`src/rtl/fetch_queue_if.sv`:
```
// Fetch-stage bundle: the PC control loop back to pc_ctr, the instruction
// memory read port, the flush/redirect request and the decode-side queue head.
// The master side is the fetch queue; the slave side is its environment.
interface fetch_queue_if #(
  parameter int PC_WIDTH    = 32,
  parameter int INSTR_WIDTH = 32,
  parameter int DEPTH       = 4
);
  localparam int CW = $clog2(DEPTH + 1);

  // pc_ctr loop
  logic [PC_WIDTH-1:0]    pc;
  logic                   pc_override;
  logic [PC_WIDTH-1:0]    pc_next;

  // instruction memory read port
  logic                   imem_en;
  logic [PC_WIDTH-1:0]    imem_addr;
  logic [INSTR_WIDTH-1:0] imem_rdata;

  // redirect
  logic                   flush;
  logic [PC_WIDTH-1:0]    flush_pc;

  // decode side
  logic                   out_valid;
  logic                   out_ready;
  logic [PC_WIDTH-1:0]    out_pc;
  logic [INSTR_WIDTH-1:0] out_instr;
  logic [CW-1:0]          count;

  modport master (
    input  pc, imem_rdata, flush, flush_pc, out_ready,
    output pc_override, pc_next, imem_en, imem_addr,
           out_valid, out_pc, out_instr, count
  );

  modport slave (
    output pc, imem_rdata, flush, flush_pc, out_ready,
    input  pc_override, pc_next, imem_en, imem_addr,
           out_valid, out_pc, out_instr, count
  );
endinterface

```
`src/rtl/fetch_queue.sv`:
```
// Instruction fetch queue. Issues the current PC to a synchronous instruction
// memory, captures {pc, instr} one cycle later into a small FIFO, and steers
// pc_ctr: hold when no slot can be guaranteed, redirect on flush.
module fetch_queue #(
  parameter int PC_WIDTH    = 32,
  parameter int INSTR_WIDTH = 32,
  parameter int DEPTH       = 4
) (
  input  logic            clk,
  input  logic            rst,
  fetch_queue_if.master   bus
);
  localparam int AW = $clog2(DEPTH);
  localparam int CW = $clog2(DEPTH + 1);

  // queue bookkeeping
  logic [AW-1:0]          wr_ptr_reg, wr_ptr_next;
  logic [AW-1:0]          rd_ptr_reg, rd_ptr_next;
  logic [CW-1:0]          count_reg, count_next;

  // the single outstanding memory request
  logic                   req_valid_reg, req_valid_next;
  logic [PC_WIDTH-1:0]    req_pc_reg, req_pc_next;

  // entry storage (not reset; validity is tracked by the pointers/count)
  logic [PC_WIDTH-1:0]    mem_pc_reg    [DEPTH];
  logic [INSTR_WIDTH-1:0] mem_instr_reg [DEPTH];

  logic                   issue;
  logic                   push;
  logic                   pop;
  logic                   head_valid;
  logic [CW:0]            occupancy;

  // Occupied slots plus the slot the in-flight response will need. A pop in
  // the same cycle is deliberately not credited, which keeps the issue path
  // free of any dependency on out_ready.
  assign occupancy  = {1'b0, count_reg} + {{CW{1'b0}}, req_valid_reg};
  assign issue      = !rst && !bus.flush && (occupancy < (CW + 1)'(DEPTH));
  assign head_valid = (count_reg != '0);
  // The response returning this cycle belongs to the old stream on a flush.
  assign push       = !rst && !bus.flush && req_valid_reg;
  assign pop        = !rst && head_valid && bus.out_ready;

  // Memory port and decode-side outputs.
  always_comb begin
    bus.imem_en   = issue;
    bus.imem_addr = bus.pc;
    bus.out_valid = head_valid;
    bus.out_pc    = mem_pc_reg[rd_ptr_reg];
    bus.out_instr = mem_instr_reg[rd_ptr_reg];
    bus.count     = count_reg;
  end

  // pc_ctr steering: redirect on flush, hold when not issuing, else let it
  // self-increment. During reset pc_ctr resets itself, so no override.
  always_comb begin
    bus.pc_override = 1'b0;
    bus.pc_next     = bus.pc;
    if (rst) begin
      bus.pc_override = 1'b0;
    end else if (bus.flush) begin
      bus.pc_override = 1'b1;
      bus.pc_next     = bus.flush_pc;
    end else if (!issue) begin
      bus.pc_override = 1'b1;
    end
  end

  // Next-state for pointers, count and the request register.
  always_comb begin
    wr_ptr_next    = wr_ptr_reg;
    rd_ptr_next    = rd_ptr_reg;
    count_next     = count_reg;
    req_valid_next = req_valid_reg;
    req_pc_next    = req_pc_reg;
    if (rst || bus.flush) begin
      // reset wins over everything; a flush discards queue and in-flight work
      wr_ptr_next    = '0;
      rd_ptr_next    = '0;
      count_next     = '0;
      req_valid_next = 1'b0;
    end else begin
      req_valid_next = issue;
      if (issue) begin
        req_pc_next = bus.pc;
      end
      if (push) begin
        wr_ptr_next = wr_ptr_reg + AW'(1);
      end
      if (pop) begin
        rd_ptr_next = rd_ptr_reg + AW'(1);
      end
      case ({push, pop})
        2'b10:   count_next = count_reg + CW'(1);
        2'b01:   count_next = count_reg - CW'(1);
        default: count_next = count_reg;
      endcase
    end
  end

  // State registers with synchronous reset on the control state only.
  always_ff @(posedge clk) begin
    if (rst) begin
      wr_ptr_reg    <= '0;
      rd_ptr_reg    <= '0;
      count_reg     <= '0;
      req_valid_reg <= 1'b0;
    end else begin
      wr_ptr_reg    <= wr_ptr_next;
      rd_ptr_reg    <= rd_ptr_next;
      count_reg     <= count_next;
      req_valid_reg <= req_valid_next;
    end
    req_pc_reg <= req_pc_next;
  end

  // Per-entry write: the tail slot captures the returning word with its PC.
  for (genvar gi = 0; gi < DEPTH; gi++) begin : g_entry
    always_ff @(posedge clk) begin
      if (push && (wr_ptr_reg == AW'(gi))) begin
        mem_pc_reg[gi]    <= req_pc_reg;
        mem_instr_reg[gi] <= bus.imem_rdata;
      end
    end
  end

endmodule
```
`src/flat_wrapper.sv`:
```
// flat-port wrapper written by rule: the top's interface ports become plain ports
module fetch_queue_flat 
#(
  parameter int PC_WIDTH    = 32,
  parameter int INSTR_WIDTH = 32,
  parameter int DEPTH       = 4
)
  (clk, rst, bus_pc, bus_imem_rdata, bus_flush, bus_flush_pc, bus_out_ready, bus_pc_override, bus_pc_next, bus_imem_en, bus_imem_addr, bus_out_valid, bus_out_pc, bus_out_instr, bus_count);
  fetch_queue_if #(.PC_WIDTH(PC_WIDTH), .INSTR_WIDTH(INSTR_WIDTH), .DEPTH(DEPTH)) bus_i ();
  input  logic clk;
  input  logic rst;
  input wire logic [$bits(bus_i.pc)-1:0] bus_pc;
  input wire logic [$bits(bus_i.imem_rdata)-1:0] bus_imem_rdata;
  input wire logic [$bits(bus_i.flush)-1:0] bus_flush;
  input wire logic [$bits(bus_i.flush_pc)-1:0] bus_flush_pc;
  input wire logic [$bits(bus_i.out_ready)-1:0] bus_out_ready;
  output wire logic [$bits(bus_i.pc_override)-1:0] bus_pc_override;
  output wire logic [$bits(bus_i.pc_next)-1:0] bus_pc_next;
  output wire logic [$bits(bus_i.imem_en)-1:0] bus_imem_en;
  output wire logic [$bits(bus_i.imem_addr)-1:0] bus_imem_addr;
  output wire logic [$bits(bus_i.out_valid)-1:0] bus_out_valid;
  output wire logic [$bits(bus_i.out_pc)-1:0] bus_out_pc;
  output wire logic [$bits(bus_i.out_instr)-1:0] bus_out_instr;
  output wire logic [$bits(bus_i.count)-1:0] bus_count;
  assign bus_i.pc = bus_pc;
  assign bus_i.imem_rdata = bus_imem_rdata;
  assign bus_i.flush = bus_flush;
  assign bus_i.flush_pc = bus_flush_pc;
  assign bus_i.out_ready = bus_out_ready;
  assign bus_pc_override = bus_i.pc_override;
  assign bus_pc_next = bus_i.pc_next;
  assign bus_imem_en = bus_i.imem_en;
  assign bus_imem_addr = bus_i.imem_addr;
  assign bus_out_valid = bus_i.out_valid;
  assign bus_out_pc = bus_i.out_pc;
  assign bus_out_instr = bus_i.out_instr;
  assign bus_count = bus_i.count;
  fetch_queue #(.PC_WIDTH(PC_WIDTH), .INSTR_WIDTH(INSTR_WIDTH), .DEPTH(DEPTH)) u_core (.clk(clk), .rst(rst), .bus(bus_i));
endmodule
```
`config.mk`:
```
export PLATFORM = sky130hd
export DESIGN_NAME = fetch_queue_flat
export DESIGN_NICKNAME = d
export VERILOG_FILES = /design/src/rtl/fetch_queue_if.sv /design/src/rtl/fetch_queue.sv /design/src/flat_wrapper.sv
export SDC_FILE = /design/constraint.sdc
export NUM_CORES = 1
export LEC_CHECK = 0
export CAP_MARGIN = 20
export CORE_MARGIN = 2
export CORE_UTILIZATION = 55
export CTS_CLUSTER_DIAMETER = 30
export DETAILED_ROUTE_END_ITERATION = 16
export GPL_ROUTABILITY_DRIVEN = 0
export PLACE_DENSITY = 0.85
export SYNTH_ARGS = -nofsm -noshare
export SYNTH_HDL_FRONTEND = slang
export SYNTH_SLANG_ARGS = --single-unit
```
`constraint.sdc`:
```
create_clock -name clk -period 5.8 [get_ports clk]
set_input_delay 0.58 -clock clk [delete_from_list [all_inputs] [get_ports clk]]
set_output_delay 0.58 -clock clk [all_outputs]
set_load 0.1 [all_outputs]
```
==> metrics.cfg <==
[global_route]
antenna_found_initial = 0
grt_max_degree = 65
grt_pass1_wl_mm = 35.3
overflow = 0
grt_pass1_vias = 6363
grt_use_total_pct = 21.5

[power_and_ir_drop]
vdd_drop_max_v = 0.000319
finalPower_mw = 5.56
p_int_mw = 4.21
comb_power_share_pct = 9.1
clock_power_share_pct = 47.5
switchingPower_mw = 1.35
seqPwrFrac_pct = 43.4
total_leakage_power_nw = 4.92
p_sw_share_pct = 24.4
power.density_mw_per_mm2 = 365

[timing]
slew_viol_final = 0
period_share_pct = 71.9
tightestPinTransition_ns = 1.10
rsz0062_at_grt = no
setup_ws_ns = 1.63
slew_headroom_pct = 26.4
skew_ns = 0.0230
setup_tns_ns = 0
timing.hold.ws_ns = 0.502
fmax_ghz = 0.240
hold_viol = 0
layout_min_cycle_time_ns = 4.17
setup_viol = 0

[finish]
stdcell_area_sq_mm = 0.0152
post-route-util_pct = 75.1
nNetsFinal = 828
regArea_sq_mm = 0.00886
multi_input_comb_area_sq_mm = 0.00214
drive_gt1_share_pct = 23.8
finalNonFillerCells = 1030
synthToLayoutAreaGrowth_pct = 33.5
antennaDiodeCount = 0
fill_cells = 1135

[flow_run]
drv_cap = 0

[floorplan]
die_h_microns = 148
ioPinCount = 234
initial_core_util_pct = 56.2
rows = 52
die_area_sq_mm = 0.0219
core-area_sq_mm = 0.0203
die_w_microns = 148

[route]
drt_pass1_iterations = 4
routed_wl_mm = 23.1
vias = 5683
wl_per_cell_microns = 22.5
via_per_inst = 5.52
wl_met3_mm = 1.73
drt-initial-drc-count = 261
dr_wl_met2_mm = 12.5
dr.max_layer_used = met4
wl_met1_mm = 8.38
drc_errors = 0
drtAntennaViolNets = 0

[worst_setup_path]
slowest_stage = clkdlybuf4s50_1
worstSetupPathType = register to primary output
critPathBufInv = 2
crit_chain = buf_4 -> mux4_2 -> clkdlybuf4s50_1
crit_family = buffers and inverters
critPathArrivalTime_ns = 3.59
critPathLaunchType = register
cpPeakStageDelay_ns = 0.99
reg2reg_depth = 8
critPathCaptureType = primary output
critical_path_depth = 3
required_ns = 5.22
crit_fanout = 47

[synthesis]
synth.yosys.seq_area_share_pct = 77.5
yosys_warnings = 0
synth_seq_cells = 298
netlist.area_leader.share_pct = 75.7
synth_top_area_cell = edfxtp_1
syn_nets = 596
synthArstFlopShare_pct = 0
synth.most_common_cell = edfxtp_1
synth_edf_count = 288
netlist_area_sq_mm = 0.0114
netlist_top_cells_count = 288 x edfxtp_1, 60 x mux4_2, 32 x buf_4
synth_cells = 490
synth_cell_types = 29
synthTopCellsByArea = edfxtp_1 76%, mux4_2 12%, mux2_2 3.0%
syn_avg_cell_area_sq_um = 23.3
ys.flop_type = edfxtp_1

[clock_tree]
clock-sinks = 298
cts_setup_buffers = 0
cts_tree = yes
cts_buffers = 47
clock_latency_ns = 0.53
clockRootBuffer = clkbuf_16
clk_path_buf_depth = 3
htreeDepth = 2
cts_hold_buf = 0
post_cts_resize_count = 0
cts.clk_slew.worst_paths_ns = 0.05

[placement]
place_area_sq_mm = 0.0137
dpl.hpwl_mm = 13.3
dp.cells = 943
portBuffers = 233
place_ws_ns = 1.69

[run_status]
outcome = complete, no violations

[hold_path]
hold_path_depth = 0
holdCritPathClass = register to register

-- power by group through the flow --
stage	Combinational, mW	Clock (mW)	Sequential [mW]
6_report	0.506	2.64	2.42
5_1_grt	0.520	2.78	2.42
4_1_cts	0.508	2.68	2.42
3_5_place_dp	0.505	0	2.46
3_3_place_gp	0.499	0	2.45
2_1_floorplan	0.357	0	2.45
-- placed cells by master (no fill, tap or decap), drive strengths merged --
master and instances:
xor2 4, clkinvlp 7, nor2b 1, nor2 11, clkdlybuf4s50 233, ha 5
a21oi 1, nand2 1, buf 2, mux2 32, clkinv 22, bufinv 3
o311ai 1, mux2i 1, fa 1, and3 4, xnor2 1, or3 2
mux4 64, dfxtp 10, o211ai 1, or2 1, edfxtp 288, o31ai 2
a31oi 2, clkbuf 49, inv 11
-- final cells by class --
cell class	instances	area share, %
well taps	270	2.22
flip-flops and latches	298	58.1
multi-input cells	135	14.0
repair buffers	235	15.4
clock inverters	38	2.22
clock buffers	49	7.91
inverters	5	0.123
-- per-layer routing --
metal | up-vias | track usage [%]
met3 | 39 | 5.06
met4 | 0 | 7.33
met5 | - | 0
li1 | 2484 | -
met2 | 301 | 38.7
met1 | 2859 | 25.6
-- worst paths after layout --
| check | end | startpoint | slack (ns) |
|---|---|---|---|
| setup reg to reg | u_core.bus.count[2] | u_core.bus.count[0] | 3.61 |
| hold reg to reg | u_core.mem_pc_reg[1][24] | u_core.req_pc_reg[24] | 0.50 |
| setup / recovery | bus_out_instr[17] | register | 1.63 |
| hold / removal | u_core.mem_pc_reg[1][24] | u_core.req_pc_reg[24] | 0.50 |
-- cell families (layout without fill, tap and decap cells) --
logic type | count (synthesis) | count (layout) | share of synthesized area [%]
flip-flops | 298 | 298 | 77.5
multiplexers | 97 | 97 | 16.0
buffers and inverters | 57 | 327 | 4.13
AND/OR/NAND/NOR | 20 | 20 | 0.833
AO/OA/AOI/OAI | 7 | 7 | 0.427
adder cells (fa/ha/maj) | 6 | 6 | 0.723
XOR/XNOR | 5 | 5 | 0.384
Power figures use the tool's default switching activity.
